--- config.mk ---
export PLATFORM = sky130hd
export DESIGN_NAME = pin_entry_buffer
export DESIGN_NICKNAME = d
export VERILOG_FILES = /design/src/rtl/doorlock_pkg.sv /design/src/rtl/pin_timeout_timer.sv /design/src/rtl/pin_entry_buffer.sv
export SDC_FILE = /design/constraint.sdc
export NUM_CORES = 1
export LEC_CHECK = 0
export CORE_ASPECT_RATIO = 0.7
export CORE_MARGIN = 3
export CORE_UTILIZATION = 45
export CTS_BUF_LIST = sky130_fd_sc_hd__clkbuf_8
export CTS_CLUSTER_SIZE = 8
export DETAILED_ROUTE_END_ITERATION = 10
export PLACE_DENSITY = 0.78
export SYNTH_ARGS = -nofsm -noshare
export SYNTH_HDL_FRONTEND = slang
export SYNTH_SLANG_ARGS = --single-unit
--- constraint.sdc ---
create_clock -name clk -period 3.2 [get_ports clk]
set_input_delay 0.64 -clock clk [delete_from_list [all_inputs] [get_ports clk]]
set_output_delay 0.64 -clock clk [all_outputs]
set_load 0.01 [all_outputs]
--- src/rtl/doorlock_pkg.sv ---
// doorlock_pkg
//   Definitions shared by the keypad scanner, the PIN entry buffer and the
//   lock controller: key codes produced by the scanner and the PIN entry
//   state encoding.
//   No ports.
package doorlock_pkg;

  // Key codes 0-9 are the digits themselves.
  localparam logic [3:0] KEY_A    = 4'd10;
  localparam logic [3:0] KEY_B    = 4'd11;
  localparam logic [3:0] KEY_C    = 4'd12;
  localparam logic [3:0] KEY_D    = 4'd13;
  localparam logic [3:0] KEY_STAR = 4'd14;
  localparam logic [3:0] KEY_HASH = 4'd15;

  typedef enum logic [1:0] {
    IDLE,
    COLLECT,
    PRESENT
  } pin_state_t;

  function automatic logic key_is_digit(input logic [3:0] code);
    return code < KEY_A;
  endfunction

  function automatic logic key_is_letter(input logic [3:0] code);
    return (code == KEY_A) || (code == KEY_B) || (code == KEY_C) || (code == KEY_D);
  endfunction

endpackage

--- src/rtl/pin_timeout_timer.sv ---
// pin_timeout_timer
//   Inactivity timer for a partial PIN entry. Counts up while run is high and
//   flags expire during the TIMEOUT_CYCLES-th running cycle after the last
//   clear, so the owner acts on the following clock edge.
// Ports:
//   clk     in   system clock
//   reset   in   asynchronous, active-high reset
//   clear   in   restart the count (an accepted key)
//   run     in   count enable (entry being collected)
//   expire  out  high in the cycle whose closing edge completes the timeout
module pin_timeout_timer #(
  parameter int TIMEOUT_CYCLES = 5000
) (
  input  logic clk,
  input  logic reset,
  input  logic clear,
  input  logic run,
  output logic expire
);

  localparam int TW = $clog2(TIMEOUT_CYCLES + 1);
  localparam logic [TW-1:0] LAST = TW'(TIMEOUT_CYCLES - 1);

  logic [TW-1:0] count;

  assign expire = run && (count == LAST);

  // Count stays at 0 whenever not running, so entering COLLECT always
  // starts from a fresh interval; it also restarts after expiring.
  always_ff @(posedge clk or posedge reset) begin
    if (reset) begin
      count <= '0;
    end else if (clear || !run || expire) begin
      count <= '0;
    end else begin
      count <= count + TW'(1);
    end
  end

endmodule

--- src/rtl/pin_entry_buffer.sv ---
// pin_entry_buffer
//   Assembles a BCD PIN from keypad events and hands it to the lock
//   controller over a valid/ready handshake. Digits shift in (newest in the
//   low nibble), '*' deletes the newest digit, '#' submits, A-D are ignored.
//   A partial entry is discarded after TIMEOUT_CYCLES idle cycles.
// Ports:
//   clk           in   system clock
//   reset         in   asynchronous, active-high reset
//   enable        in   0 clears the buffer and forces IDLE
//   tecla_value   in   key code (0-9, A-D = 10-13, '*' = 14, '#' = 15)
//   tecla_valid   in   level, high while a debounced key is held
//   pin_data      out  BCD PIN, newest digit in [3:0]
//   pin_len       out  number of digits held
//   pin_valid     out  PIN offered to consumer
//   pin_ready     in   consumer accepts PIN
//   entry_active  out  digits held or PIN offered
//   key_beep      out  one-cycle pulse per accepted key
//   timeout       out  one-cycle pulse when a partial entry times out
module pin_entry_buffer
  import doorlock_pkg::*;
#(
  parameter int MAX_DIGITS     = 12,
  parameter int TIMEOUT_CYCLES = 5000
) (
  input  logic                                 clk,
  input  logic                                 reset,
  input  logic                                 enable,
  input  logic [3:0]                           tecla_value,
  input  logic                                 tecla_valid,
  output logic [4*MAX_DIGITS-1:0]              pin_data,
  output logic [$clog2(MAX_DIGITS+1)-1:0]      pin_len,
  output logic                                 pin_valid,
  input  logic                                 pin_ready,
  output logic                                 entry_active,
  output logic                                 key_beep,
  output logic                                 timeout
);

  localparam int DW = 4 * MAX_DIGITS;
  localparam int LW = $clog2(MAX_DIGITS + 1);
  localparam logic [LW-1:0] MAX_LEN = LW'(MAX_DIGITS);

  pin_state_t      state, state_n;
  logic            tecla_valid_q;
  logic            key_ev;
  logic            accept;
  logic            expire;
  logic [DW-1:0]   data_n;
  logic [LW-1:0]   len_n;
  logic            valid_n;
  logic            beep_n;
  logic            timeout_n;

  // Reset value of tecla_valid_q is 1 so a key held through reset is not
  // seen as a new press.
  assign key_ev = tecla_valid && !tecla_valid_q;

  assign entry_active = (pin_len != '0) || pin_valid;

  pin_timeout_timer #(
    .TIMEOUT_CYCLES(TIMEOUT_CYCLES)
  ) u_timer (
    .clk   (clk),
    .reset (reset),
    .clear (accept),
    .run   (state == COLLECT),
    .expire(expire)
  );

  always_ff @(posedge clk or posedge reset) begin
    if (reset) begin
      state         <= IDLE;
      tecla_valid_q <= 1'b1;
      pin_data      <= '0;
      pin_len       <= '0;
      pin_valid     <= 1'b0;
      key_beep      <= 1'b0;
      timeout       <= 1'b0;
    end else begin
      state         <= state_n;
      tecla_valid_q <= tecla_valid;
      pin_data      <= data_n;
      pin_len       <= len_n;
      pin_valid     <= valid_n;
      key_beep      <= beep_n;
      timeout       <= timeout_n;
    end
  end

  always_comb begin
    state_n   = state;
    data_n    = pin_data;
    len_n     = pin_len;
    valid_n   = pin_valid;
    beep_n    = 1'b0;
    timeout_n = 1'b0;
    accept    = 1'b0;

    if (!enable) begin
      state_n = IDLE;
      data_n  = '0;
      len_n   = '0;
      valid_n = 1'b0;
    end else begin
      unique case (state)
        IDLE: begin
          if (key_ev && key_is_digit(tecla_value)) begin
            state_n = COLLECT;
            data_n  = {{(DW-4){1'b0}}, tecla_value};
            len_n   = LW'(1);
            beep_n  = 1'b1;
            accept  = 1'b1;
          end
        end

        COLLECT: begin
          // An accepted key takes priority over a simultaneous expiry.
          // A dropped digit or A-D is not accepted and lets the timer run.
          if (key_ev && key_is_digit(tecla_value) && (pin_len < MAX_LEN)) begin
            data_n = {pin_data[DW-5:0], tecla_value};
            len_n  = pin_len + LW'(1);
            beep_n = 1'b1;
            accept = 1'b1;
          end else if (key_ev && (tecla_value == KEY_STAR) && (pin_len != '0)) begin
            data_n = pin_data >> 4;
            len_n  = pin_len - LW'(1);
            beep_n = 1'b1;
            accept = 1'b1;
            if (pin_len == LW'(1)) begin
              state_n = IDLE;
            end
          end else if (key_ev && (tecla_value == KEY_HASH)) begin
            state_n = PRESENT;
            valid_n = 1'b1;
            beep_n  = 1'b1;
            accept  = 1'b1;
          end else if (expire) begin
            state_n   = IDLE;
            data_n    = '0;
            len_n     = '0;
            timeout_n = 1'b1;
          end
        end

        PRESENT: begin
          if (pin_valid && pin_ready) begin
            state_n = IDLE;
            data_n  = '0;
            len_n   = '0;
            valid_n = 1'b0;
          end
        end

        default: begin
          state_n = IDLE;
          data_n  = '0;
          len_n   = '0;
          valid_n = 1'b0;
        end
      endcase
    end
  end

endmodule

==> qor.txt, run 1 <==
=================================================================================
Setup repair bufs after CTS ........................................            0
Area of the die ....................................................  0.00908 mm²
Hold-critical path depth ...........................................            1
CP max stage cell .................................................. sky130_fd_sc_hd__clkdlybuf4s50_1
Initial core utilization ...........................................        0.476
Status ............................................................. complete, no violations
Leftover overflow at the end of global routing .....................            0
Arrival time at the worst endpoint .................................      2.11 ns
DRC violation total after the first TritonRoute iteration ..........          241
Average size of a mapped cell ......................................     11.7 µm²
HPWL after detailed placement ......................................      6030 µm
Min Hold Slack .....................................................     0.482 ns
Final setup TNS ....................................................         0 ns
Max Freq ...........................................................    0.363 GHz
Final number of hold-violating endpoints ...........................            0
Crit path required time ............................................      2.56 ns
Maximum VDD drop ...................................................     0.216 mV
Power per unit of standard cell area ...............................   394 mW/mm²
Yosys reg bits .....................................................           71
Stages on the worst setup path .....................................            6
Final setup violation count ........................................            0
Top FF cell, synth ................................................. sky130_fd_sc_hd__dfrtp_1
Vias in the first global route .....................................        2,695
Max Fanout on Critical Path ........................................            7
RR Startpoint ......................................................   pin_len[0]
Die Y ..............................................................      80.6 µm
First-pass GRT wire length .........................................    14,400 µm
Worst slew pin tran ................................................     0.655 ns
TritonCTS clock tree ...............................................         done
Cell type with the largest total area after synthesis .............. sky130_fd_sc_hd__dfrtp_1
Maximum buffer depth of the clock tree .............................            2
Placeable Area .....................................................  0.00751 mm²
Worst hold path startpoint ......................................... u_timer.count[0]
Unrepaired setup endpoints after global routing ....................           no
Total of fill cells in the finished design .........................          631
Summed instance area of the synthesized netlist ....................  0.00358 mm²
Number of distinct library cells after synthesis ...................           48
Max-cap viol count .................................................            0
Syn Nets ...........................................................          320
Number of placement rows ...........................................           26
Peak-usage layer in the global routing report ......................         met1
Number of buffer and inverter instances along the worst setup path .            3
Slew HR ............................................................        0.563
Global Route met2 Usage ............................................        0.276
Net count, final ...................................................          379
Main area contributors after synthesis ............................. sky130_fd_sc_hd__dfrtp_1 49%, sky130_fd_sc_hd__a22oi_1 8.4%, sky130_fd_sc_hd__o2bb2ai_2 8.4%, sky130_fd_sc_hd__o2bb2ai_1 5.1%, sky130_fd_sc_hd__nor2_1 2.4%
Via density ........................................................         5.99
H-Tree Level Count .................................................            3
Count of flip-flops with a built-in enable after synthesis .........            0
Met3 GRT Util ......................................................       0.0512
Synthesis-to-layout area growth ....................................        25.0%
Number of nets with antenna violations after detailed routing ......            0
Sequential share of the synthesized area ...........................        0.497
Source of the critical timing path .................................   pin_len[0]
# diodes ...........................................................            0
Area taken by flip-flops and latches ...............................  0.00178 mm²
Count of warnings emitted by yosys .................................            0
Fraction of met1 tracks used by global routing .....................        0.301
Final clock skew ...................................................    0.0122 ns
Post-detailed-routing wire length ..................................      8790 µm
Setup slack, reg-to-reg ............................................      0.58 ns
IO buf count .......................................................           64
Gate count after technology mapping ................................          307
Post-cts gate resize count .........................................            0
Worst min-delay path class .........................................   reg -> reg
Post-route fraction of the period consumed by the critical path ....        0.860
Ratio of cells with drive above 1 in the final layout ..............        0.154
Antenna violations before repair ...................................            0
Inserted Clock Buffers .............................................            9
Ordered cell list for the critical path ............................ inv_1 -> ha_1 -> nor3b_1 -> buf_4 -> nand2_1 -> clkdlybuf4s50_1
Clock latency at the later pin of the worst-skew pair ..............      0.35 ns
Cell leakage power .................................................      1.73 nW
Number of top-level pins ...........................................           65
Max incr delay on CP ...............................................      0.53 ns
Drt pass-1 iters ...................................................            4
Via count of the routed design .....................................        2,809
Async S/R FF share, synth ..........................................         1.00
Routed wire per std cell ...........................................      18.7 µm
Number of cell instances on the worst register-to-register path ....            9
Worst Setup Start Kind .............................................     register
CTS clock-pin slew for the worst setup and hold paths ..............      0.07 ns
Clock root buffer .................................................. sky130_fd_sc_hd__clkbuf_8
Hold buffers post-CTS ..............................................            0
Final GP Congestion ................................................        0.851
Crit path capture type .............................................  output port
Area occupied by multi-input gates .................................  0.00165 mm²
Kind of cell adding the most delay to the critical path ............ buffers and inverters
Clock sinks ........................................................           71
DRC viols ..........................................................            0
Maximum number of pins on one net before global-route repair .......           53
Max Transition Viols Final .........................................            0
Post-layout min period .............................................      2.75 ns
Area share of the largest cell type after synthesis ................        0.490
Width of the die ...................................................       113 µm
Aggregate global-route resource usage ..............................        0.200
Type of the worst setup path .......................................   reg -> out
=================================================================================
## cells in the final DEF, fill, tap and decap left out, types with 2 or more instances in the layout
| cell type | n |
|---|---|
| sky130_fd_sc_hd__dfrtp_1 | 70 |
| sky130_fd_sc_hd__clkdlybuf4s50_1 | 64 |
| sky130_fd_sc_hd__a22oi_1 | 40 |
| sky130_fd_sc_hd__nor2_1 | 23 |
| sky130_fd_sc_hd__o2bb2ai_1 | 21 |
| sky130_fd_sc_hd__o2bb2ai_2 | 20 |
| sky130_fd_sc_hd__nand3_1 | 9 |
| sky130_fd_sc_hd__nand2_1 | 9 |
| sky130_fd_sc_hd__clkbuf_8 | 9 |
| sky130_fd_sc_hd__buf_4 | 8 |
| sky130_fd_sc_hd__inv_1 | 7 |
| sky130_fd_sc_hd__xor2_1 | 7 |
| sky130_fd_sc_hd__a21oi_1 | 6 |
| sky130_fd_sc_hd__and2_1 | 5 |
| sky130_fd_sc_hd__xnor2_1 | 5 |
| sky130_fd_sc_hd__mux2_2 | 5 |
| sky130_fd_sc_hd__nand2b_1 | 4 |
| sky130_fd_sc_hd__nor3_1 | 4 |
| sky130_fd_sc_hd__a32o_1 | 4 |
| sky130_fd_sc_hd__a32oi_1 | 4 |
| sky130_fd_sc_hd__ha_1 | 4 |
| sky130_fd_sc_hd__clkinvlp_4 | 4 |
| sky130_fd_sc_hd__and3_1 | 3 |
| sky130_fd_sc_hd__nor2b_1 | 2 |
| sky130_fd_sc_hd__nor4_4 | 2 |
| sky130_fd_sc_hd__o31ai_1 | 2 |
| sky130_fd_sc_hd__a211oi_1 | 2 |
| sky130_fd_sc_hd__o21ai_0 | 2 |
| sky130_fd_sc_hd__and4_1 | 2 |
| sky130_fd_sc_hd__clkinv_4 | 2 |
## logic make-up (layout without fill, tap and decap cells)
logic type | Yosys count | in the layout | synth area share
AOI/OAI and AO/OA | 112 | 112 | 0.285
muxes | 6 | 6 | 0.0185
and+or+nand+nor | 70 | 70 | 0.109
DFF | 71 | 71 | 0.497
xor gates and xnor gates | 12 | 12 | 0.0294
adders and majority gates | 4 | 4 | 0.0140
buffers and inverters | 32 | 96 | 0.0465
## flip-flops by register name, summed over array words and instances (netlist names)
name	count
pin_valid	1
pin_len	4
pin_data	48
key_beep	1
state	2
timeout	1
tecla_valid_q	1
u_timer.count	13
## metal layers
layer,share of wire,up-vias
met2,0.44,117
met4,0.013,0
li1,-,1299
met3,0.075,13
met1,0.47,1380
met5,0,-
## synthesized netlist by cell type, drive strengths merged (2+ instances only)
cell     instances
dfrtp           70
o2bb2ai         41
a22oi           40
nor2            23
clkbuf          13
buf             12
nand2            9
nand3            9
inv              7
xor2             7
a21oi            6
and2             5
mux2             5
nor3             5
xnor2            5
a32o             4
a32oi            4
ha               4
nand2b           4
and3             3
nor4             3
a211oi           2
a21o             2
and4             2
nor2b            2
o21ai            2
o31ai            2
## metrics by stage
stage	power, mW	setup WS [ns]	area, µm²	utilization	instances
after floorplan	1.08	0.765	3580	-	307
after global placement	1.15	0.404	4300	0.572	453
after detailed placement	1.15	0.277	4300	0.572	453
after CTS	1.78	0.442	4470	0.595	469
after global routing	1.85	0.374	4470	0.595	469
final	1.76	0.448	4470	0.595	469
## worst register-to-register path, cell delays in order, from the launching register on
cell and delay (ns):
sky130_fd_sc_hd__dfrtp_1 0.47, sky130_fd_sc_hd__inv_1 0.11, sky130_fd_sc_hd__ha_1 0.23, sky130_fd_sc_hd__nor3b_1 0.22, sky130_fd_sc_hd__buf_4 0.18, sky130_fd_sc_hd__nor4_4 0.05, sky130_fd_sc_hd__o31ai_1 0.35, sky130_fd_sc_hd__a21o_2 0.28
sky130_fd_sc_hd__buf_4 0.25, sky130_fd_sc_hd__mux2_2 0.36
## layout make-up
| cell class | count | area share |
|---|---|---|
| clock buffer | 9 | 0.0277 |
| sequential | 71 | 0.397 |
| multi-input combinational | 204 | 0.369 |
| tap | 98 | 0.0274 |
| inverter | 7 | 0.00587 |
| clock inverter | 7 | 0.0115 |
| timing repair buffer | 73 | 0.161 |
## final timing paths
check	end
worst max-delay path	entry_active
worst min-delay path	u_timer.count[0]
worst max register to register	pin_data[1]
worst min register to register	u_timer.count[0]
max in group asynchronous	pin_len[3]
min in group asynchronous	pin_data[6]
## power breakdown
group	internal, mW	leakage [nW]	total (mW)	switching [mW]
clock	0.280	0.0789	0.630	0.350
combinational	0.0752	0.670	0.203	0.128
sequential	0.911	0.980	0.930	0.0192
total	1.27	1.73	1.76	0.498
Note: power is estimated with default switching activity, not from simulation.
==> run 2, diff against run 1 <==
--- a/config.mk
+++ b/config.mk
@@ -11,7 +11,7 @@
 export CTS_BUF_LIST = sky130_fd_sc_hd__clkbuf_8
 export CTS_CLUSTER_SIZE = 8
 export DETAILED_ROUTE_END_ITERATION = 10
-export PLACE_DENSITY = 0.78
+export PLACE_DENSITY = 0.7
 export SYNTH_ARGS = -nofsm -noshare
 export SYNTH_HDL_FRONTEND = slang
 export SYNTH_SLANG_ARGS = --single-unit
==> run 2 against run 1 <==
Against the previous run: cell count did not move; largest power group unchanged; final area rose by 0.14%; non-clock buffer count did not move; hold slack improved by 0.015 ns; clock skew fell by 0.0048 ns; utilization rose by 0.083 points.
==> qor.txt, run 2 (synthesis results as in run 1) <==
=================================================================================
Kind of cell adding the most delay to the critical path ............ simple AND/OR/NAND/NOR gates
Max incr delay on CP ...............................................      0.61 ns
Arrival time at the worst endpoint .................................      2.41 ns
Post-layout min period .............................................      3.05 ns
Top register by number of flip-flops ...............................     pin_data
Number of nets with antenna violations after detailed routing ......            0
Number of top-level pins ...........................................           65
Aggregate global-route resource usage ..............................        0.206
Vias in the first global route .....................................        2,663
Crit path capture type .............................................  output port
Final clock skew ...................................................   0.00742 ns
Area occupied by multi-input gates .................................  0.00165 mm²
Ordered cell list for the critical path ............................ inv_1 -> ha_1 -> nor3b_1 -> nand2_1 -> clkdlybuf4s50_1
H-Tree Level Count .................................................            3
Setup repair bufs after CTS ........................................            0
Maximum number of pins on one net before global-route repair .......           52
Via count of the routed design .....................................        2,752
Number of placement rows ...........................................           26
Crit path required time ............................................      2.56 ns
CTS clock-pin slew for the worst setup and hold paths ..............      0.08 ns
DRC violation total after the first TritonRoute iteration ..........          177
Antenna violations before repair ...................................            0
Power per unit of standard cell area ...............................   401 mW/mm²
Maximum buffer depth of the clock tree .............................            2
Post-detailed-routing wire length ..................................      8790 µm
Hold-critical path depth ...........................................            1
Setup slack, reg-to-reg ............................................      0.49 ns
First-pass GRT wire length .........................................    14,600 µm
Total of fill cells in the finished design .........................          649
Clock latency at the later pin of the worst-skew pair ..............      0.35 ns
Ratio of cells with drive above 1 in the final layout ..............        0.159
Slew HR ............................................................        0.532
Min Hold Slack .....................................................     0.497 ns
Width of the die ...................................................       113 µm
IO buf count .......................................................           64
Max Freq ...........................................................    0.328 GHz
Max Transition Viols Final .........................................            0
Internal Dissipation ...............................................      1.27 mW
Cell leakage power .................................................      1.74 nW
Clock root buffer .................................................. sky130_fd_sc_hd__clkbuf_8
Worst min-delay path class .........................................   reg -> reg
DRC viols ..........................................................            0
Unrepaired setup endpoints after global routing ....................           no
Largest registers .................................................. pin_data (48), u_timer.count (13), pin_len (4)
Inserted Clock Buffers .............................................            9
Final GP Congestion ................................................        0.861
Drt pass-1 iters ...................................................            5
Via density ........................................................         5.87
Comb pwr share .....................................................        0.112
Hold EP ............................................................ u_timer.count[0]
CP max stage cell .................................................. sky130_fd_sc_hd__nor3b_1
Top library cells by usage in the layout, fill and taps aside ...... 70 x sky130_fd_sc_hd__dfrtp_1, 64 x sky130_fd_sc_hd__clkdlybuf4s50_1, 40 x sky130_fd_sc_hd__a22oi_1, 23 x sky130_fd_sc_hd__nor2_1, 21 x sky130_fd_sc_hd__o2bb2ai_1
Net count, final ...................................................          379
Area of the die ....................................................  0.00908 mm²
Clock sinks ........................................................           71
Hold buffers post-CTS ..............................................            0
Clock power frac ...................................................        0.371
Type of the worst setup path .......................................   reg -> out
Power spent charging and discharging nets ..........................     0.523 mW
Number of cell instances on the worst register-to-register path ....            7
Leftover overflow at the end of global routing .....................            0
Initial core utilization ...........................................        0.476
# diodes ...........................................................            0
Area taken by flip-flops and latches ...............................  0.00178 mm²
Number of flip-flops in the largest register .......................           48
Worst slew pin tran ................................................     0.700 ns
Synthesis-to-layout area growth ....................................        25.2%
TritonCTS clock tree ...............................................         done
Final number of hold-violating endpoints ...........................            0
Final setup violation count ........................................            0
Commonest non-fill, non-tap cell in the layout ..................... sky130_fd_sc_hd__dfrtp_1
Worst hold path startpoint ......................................... u_timer.count[0]
Post-cts gate resize count .........................................            0
Post-route fraction of the period consumed by the critical path ....        0.952
Relative contribution of sequential cells to total power ...........        0.517
Number of buffer and inverter instances along the worst setup path .            2
Worst Setup Start Kind .............................................     register
Max-cap viol count .................................................            0
Switch share .......................................................        0.291
Maximum VDD drop ...................................................     0.206 mV
HPWL after detailed placement ......................................      6000 µm
Final setup TNS ....................................................         0 ns
Status ............................................................. complete, no violations
RR Startpoint ......................................................   pin_len[0]
Placeable Area .....................................................  0.00751 mm²
Routed wire per std cell ...........................................      18.7 µm
Max Fanout on Critical Path ........................................            7
Capture instance of the worst register-to-register path ............   pin_len[0]
Die Y ..............................................................      80.6 µm
=================================================================================
## run 2: changes by cell type in the layout (fill, tap and decap cells not counted)
cell,delta
sky130_fd_sc_hd__nand2_1,-1
sky130_fd_sc_hd__nand2_2,+1
sky130_fd_sc_hd__inv_6,+3
sky130_fd_sc_hd__inv_1,-1
sky130_fd_sc_hd__clkinv_4,-1
sky130_fd_sc_hd__clkinvlp_4,-2
sky130_fd_sc_hd__clkinv_2,+1
## run 2: area by class of cell
cell class / count / share of cell area
multi-input cells: 204 / 0.369
well taps: 98 / 0.0274
flip-flops and latches: 71 / 0.397
inverters: 7 / 0.00587
clock buffers: 9 / 0.0277
clock inverters: 7 / 0.0123
repair buffers: 73 / 0.161
## run 2: how the worst max path moves through the flow
stage	slack (ns)	endpoint	cells past startpoint	start
detailed placement	0.31	pin_data[44]	7	tecla_value[1]
floorplan	0.77	key_beep	1	reset
CTS	0.18	entry_active	5	pin_len[0]
finish	0.15	entry_active	5	pin_len[0]
global route	0.008	entry_active	5	pin_len[1]
global placement	0.39	pin_data[44]	7	tecla_value[1]
## run 2: routing by layer
layer	wire length, µm	share of wire	global-route usage	up-vias
li1	-	-	-	1306
met4	87	0.0099	0.0468	0
met2	3720	0.42	0.290	89
met1	4400	0.50	0.311	1351
met3	588	0.067	0.0602	6
met5	0	0	0	-
## run 2: power by group through the flow
stage                     clock (mW)  sequential (mW)  combinational, mW
after floorplan                    0            0.945              0.132
after global placement             0            0.947              0.198
after detailed placement           0            0.947              0.201
after CTS                      0.688            0.930              0.202
after global routing           0.726            0.932              0.221
final                          0.666            0.930              0.201
## run 2: stage by stage
| step | util | std cells | total power [mW] | worst slack [ns] | area [µm²] |
|---|---|---|---|---|---|
| final | 0.596 | 469 | 1.80 | 0.153 | 4480 |
| after detailed placement | 0.572 | 453 | 1.15 | 0.309 | 4300 |
| after floorplan | - | 307 | 1.08 | 0.765 | 3580 |
| after global placement | 0.572 | 453 | 1.14 | 0.395 | 4300 |
| after global routing | 0.596 | 469 | 1.88 | 0.00774 | 4480 |
| after CTS | 0.596 | 469 | 1.82 | 0.179 | 4480 |
==> run 3, diff against run 2 <==
--- a/config.mk
+++ b/config.mk
@@ -11,7 +11,7 @@
 export CTS_BUF_LIST = sky130_fd_sc_hd__clkbuf_8
 export CTS_CLUSTER_SIZE = 8
 export DETAILED_ROUTE_END_ITERATION = 10
-export PLACE_DENSITY = 0.7
+export PLACE_DENSITY_LB_ADDON = 0.3
 export SYNTH_ARGS = -nofsm -noshare
 export SYNTH_HDL_FRONTEND = slang
 export SYNTH_SLANG_ARGS = --single-unit
==> run 3 against run 2 <==
Against the previous run: cell count is 0.21% higher; clock power decreased by 4.7%; largest power group unchanged; flip-flop and latch count is the same; non-clock buffer count up 1; largest cell class unchanged; via count rose by 2.4%; highest routed layer unchanged; die area unchanged.
==> qor.txt, run 3 (synthesis results as in run 1) <==
==============================================================================
Ordered cell list for the critical path ......................... inv_1 -> ha_1 -> nor3b_1 -> buf_4 -> nand2_1 -> clkdlybuf4s50_1
Worst Setup Start Kind ..........................................     register
Synthesis-to-layout area growth .................................        25.2%
Clock sinks .....................................................           71
Layout Cells excl Fill ..........................................          470
Worst Setup Slack, final ........................................     0.497 ns
Routed wire per std cell ........................................      19.1 µm
Cell leakage power ..............................................      1.75 nW
Worst setup timing slack at the placement stage .................     0.346 ns
Placeable Area ..................................................  0.00751 mm²
Leftover overflow at the end of global routing ..................            0
Hold buffers post-CTS ...........................................            0
Number of nets with antenna violations after detailed routing ...            0
Termination of the worst setup path ............................. entry_active
Type of the worst setup path ....................................   reg -> out
Top register by number of flip-flops ............................     pin_data
Top library cells by usage in the layout, fill and taps aside ... 70 x sky130_fd_sc_hd__dfrtp_1, 64 x sky130_fd_sc_hd__clkdlybuf4s50_1, 40 x sky130_fd_sc_hd__a22oi_1, 23 x sky130_fd_sc_hd__nor2_1, 21 x sky130_fd_sc_hd__o2bb2ai_1
DRC violation total after the first TritonRoute iteration .......          208
Worst min-delay path class ......................................   reg -> reg
H-Tree Level Count ..............................................            3
Final core utilization ..........................................        0.596
Clock latency at the later pin of the worst-skew pair ...........      0.35 ns
Die Y ...........................................................      80.6 µm
Final setup TNS .................................................         0 ns
Number of placement rows ........................................           26
Max Freq ........................................................    0.370 GHz
Via density .....................................................         6.00
Post-detailed-routing wire length ...............................      8960 µm
Total placed cells including tap cells ..........................          454
Net count, final ................................................          380
Arrival time at the worst endpoint ..............................      2.06 ns
Worst slew pin tran .............................................     0.556 ns
Drt pass-1 iters ................................................            5
Commonest non-fill, non-tap cell in the layout .................. sky130_fd_sc_hd__dfrtp_1
Slew HR .........................................................        0.629
Largest registers ............................................... pin_data (48), u_timer.count (13), pin_len (4)
CP max stage cell ............................................... sky130_fd_sc_hd__clkdlybuf4s50_1
Crit path required time .........................................      2.56 ns
Vias in the first global route ..................................        2,702
Area of the die .................................................  0.00908 mm²
Ratio of cells with drive above 1 in the final layout ...........        0.159
CTS clock-pin slew for the worst setup and hold paths ...........      0.08 ns
Power per unit of standard cell area ............................   395 mW/mm²
Setup slack, reg-to-reg .........................................      0.77 ns
Initial core utilization ........................................        0.476
First-pass GRT wire length ......................................    14,900 µm
RR Startpoint ...................................................   pin_len[1]
Unrepaired setup endpoints after global routing .................           no
Maximum VDD drop ................................................     0.185 mV
Post-detailed-placement cell area ...............................  0.00431 mm²
Crit path capture type ..........................................  output port
Capture instance of the worst register-to-register path .........     state[0]
Post-cts gate resize count ......................................            0
Via count of the routed design ..................................        2,818
Number of cell instances on the worst register-to-register path .            9
Aggregate global-route resource usage ...........................        0.208
TritonCTS clock tree ............................................         done
Final clock skew ................................................   0.00768 ns
Min Hold Slack ..................................................     0.482 ns
Width of the die ................................................       113 µm
HPWL after detailed placement ...................................      6160 µm
Final setup violation count .....................................            0
Overall Power ...................................................      1.77 mW
IO buf count ....................................................           64
Number of flip-flops in the largest register ....................           48
Max Fanout on Critical Path .....................................            6
Max Transition Viols Final ......................................            0
DRC viols .......................................................            0
Maximum buffer depth of the clock tree ..........................            2
Max-cap viol count ..............................................            0
Status .......................................................... complete, no violations
Max incr delay on CP ............................................      0.54 ns
Maximum number of pins on one net before global-route repair ....           52
Number of top-level pins ........................................           65
Post-layout min period ..........................................      2.70 ns
Post-route fraction of the period consumed by the critical path .        0.845
Total of fill cells in the finished design ......................          642
Non-Filler Cell Area, Final .....................................  0.00448 mm²
Clock root buffer ............................................... sky130_fd_sc_hd__clkbuf_8
Final number of hold-violating endpoints ........................            0
# diodes ........................................................            0
Setup repair bufs after CTS .....................................            0
Inserted Clock Buffers ..........................................            9
Final GP Congestion .............................................        0.831
Source of the critical timing path ..............................   pin_len[1]
Antenna violations before repair ................................            0
==============================================================================
## run 3: cell count changes in the layout (fill, tap and decap cells not counted)
cell                         change
sky130_fd_sc_hd__clkinv_2        +2
sky130_fd_sc_hd__clkinvlp_4      -2
sky130_fd_sc_hd__inv_6           -2
sky130_fd_sc_hd__buf_4           +1
sky130_fd_sc_hd__clkbuf_8        +1
sky130_fd_sc_hd__inv_1           +1
## run 3: worst min-delay path by stage
stage / from / end / slack [ns] / cells after the start
2_1_floorplan: u_timer.count[0] / u_timer.count[0] / 0.45 / 1
3_5_place_dp: u_timer.count[0] / u_timer.count[0] / 0.48 / 1
3_3_place_gp: u_timer.count[0] / u_timer.count[0] / 0.48 / 1
4_1_cts: u_timer.count[0] / u_timer.count[0] / 0.49 / 1
6_report: u_timer.count[0] / u_timer.count[0] / 0.48 / 1
5_1_grt: u_timer.count[0] / u_timer.count[0] / 0.53 / 1
## run 3: final cells by class
| class | count | area (µm²) | share of cell area |
|---|---|---|---|
| clock inverters | 6 | 36.3 | 0.00810 |
| well taps | 98 | 123 | 0.0274 |
| flip-flops and latches | 71 | 1780 | 0.397 |
| repair buffers | 74 | 728 | 0.162 |
| multi-input cells | 204 | 1650 | 0.369 |
| clock buffers | 10 | 138 | 0.0307 |
| inverters | 7 | 26.3 | 0.00586 |
## run 3: power breakdown
group | leakage [nW] | switching, mW | internal (mW) | total (mW)
Combinational | 0.676 | 0.127 | 0.0767 | 0.204
Sequential | 0.980 | 0.0186 | 0.911 | 0.930
Clock | 0.0976 | 0.336 | 0.300 | 0.635
Total | 1.75 | 0.482 | 1.29 | 1.77
## run 3: worst max-delay path, delay by kind of cell, from the launching register on
kind          cells  cell delay [ns]
simple gates      2             0.22
flops             1             0.47
fa+ha+maj         1             0.23
buf+inv           3             0.80
## run 3: metal layers
metal | share of wire | GRT usage | vias up | wire length (µm)
met5 | 0 | 0 | - | 0
met4 | 0.0047 | 0.0360 | 0 | 42
met3 | 0.063 | 0.0685 | 6 | 566
li1 | - | - | 1306 | -
met2 | 0.43 | 0.289 | 96 | 3850
met1 | 0.50 | 0.317 | 1410 | 4500
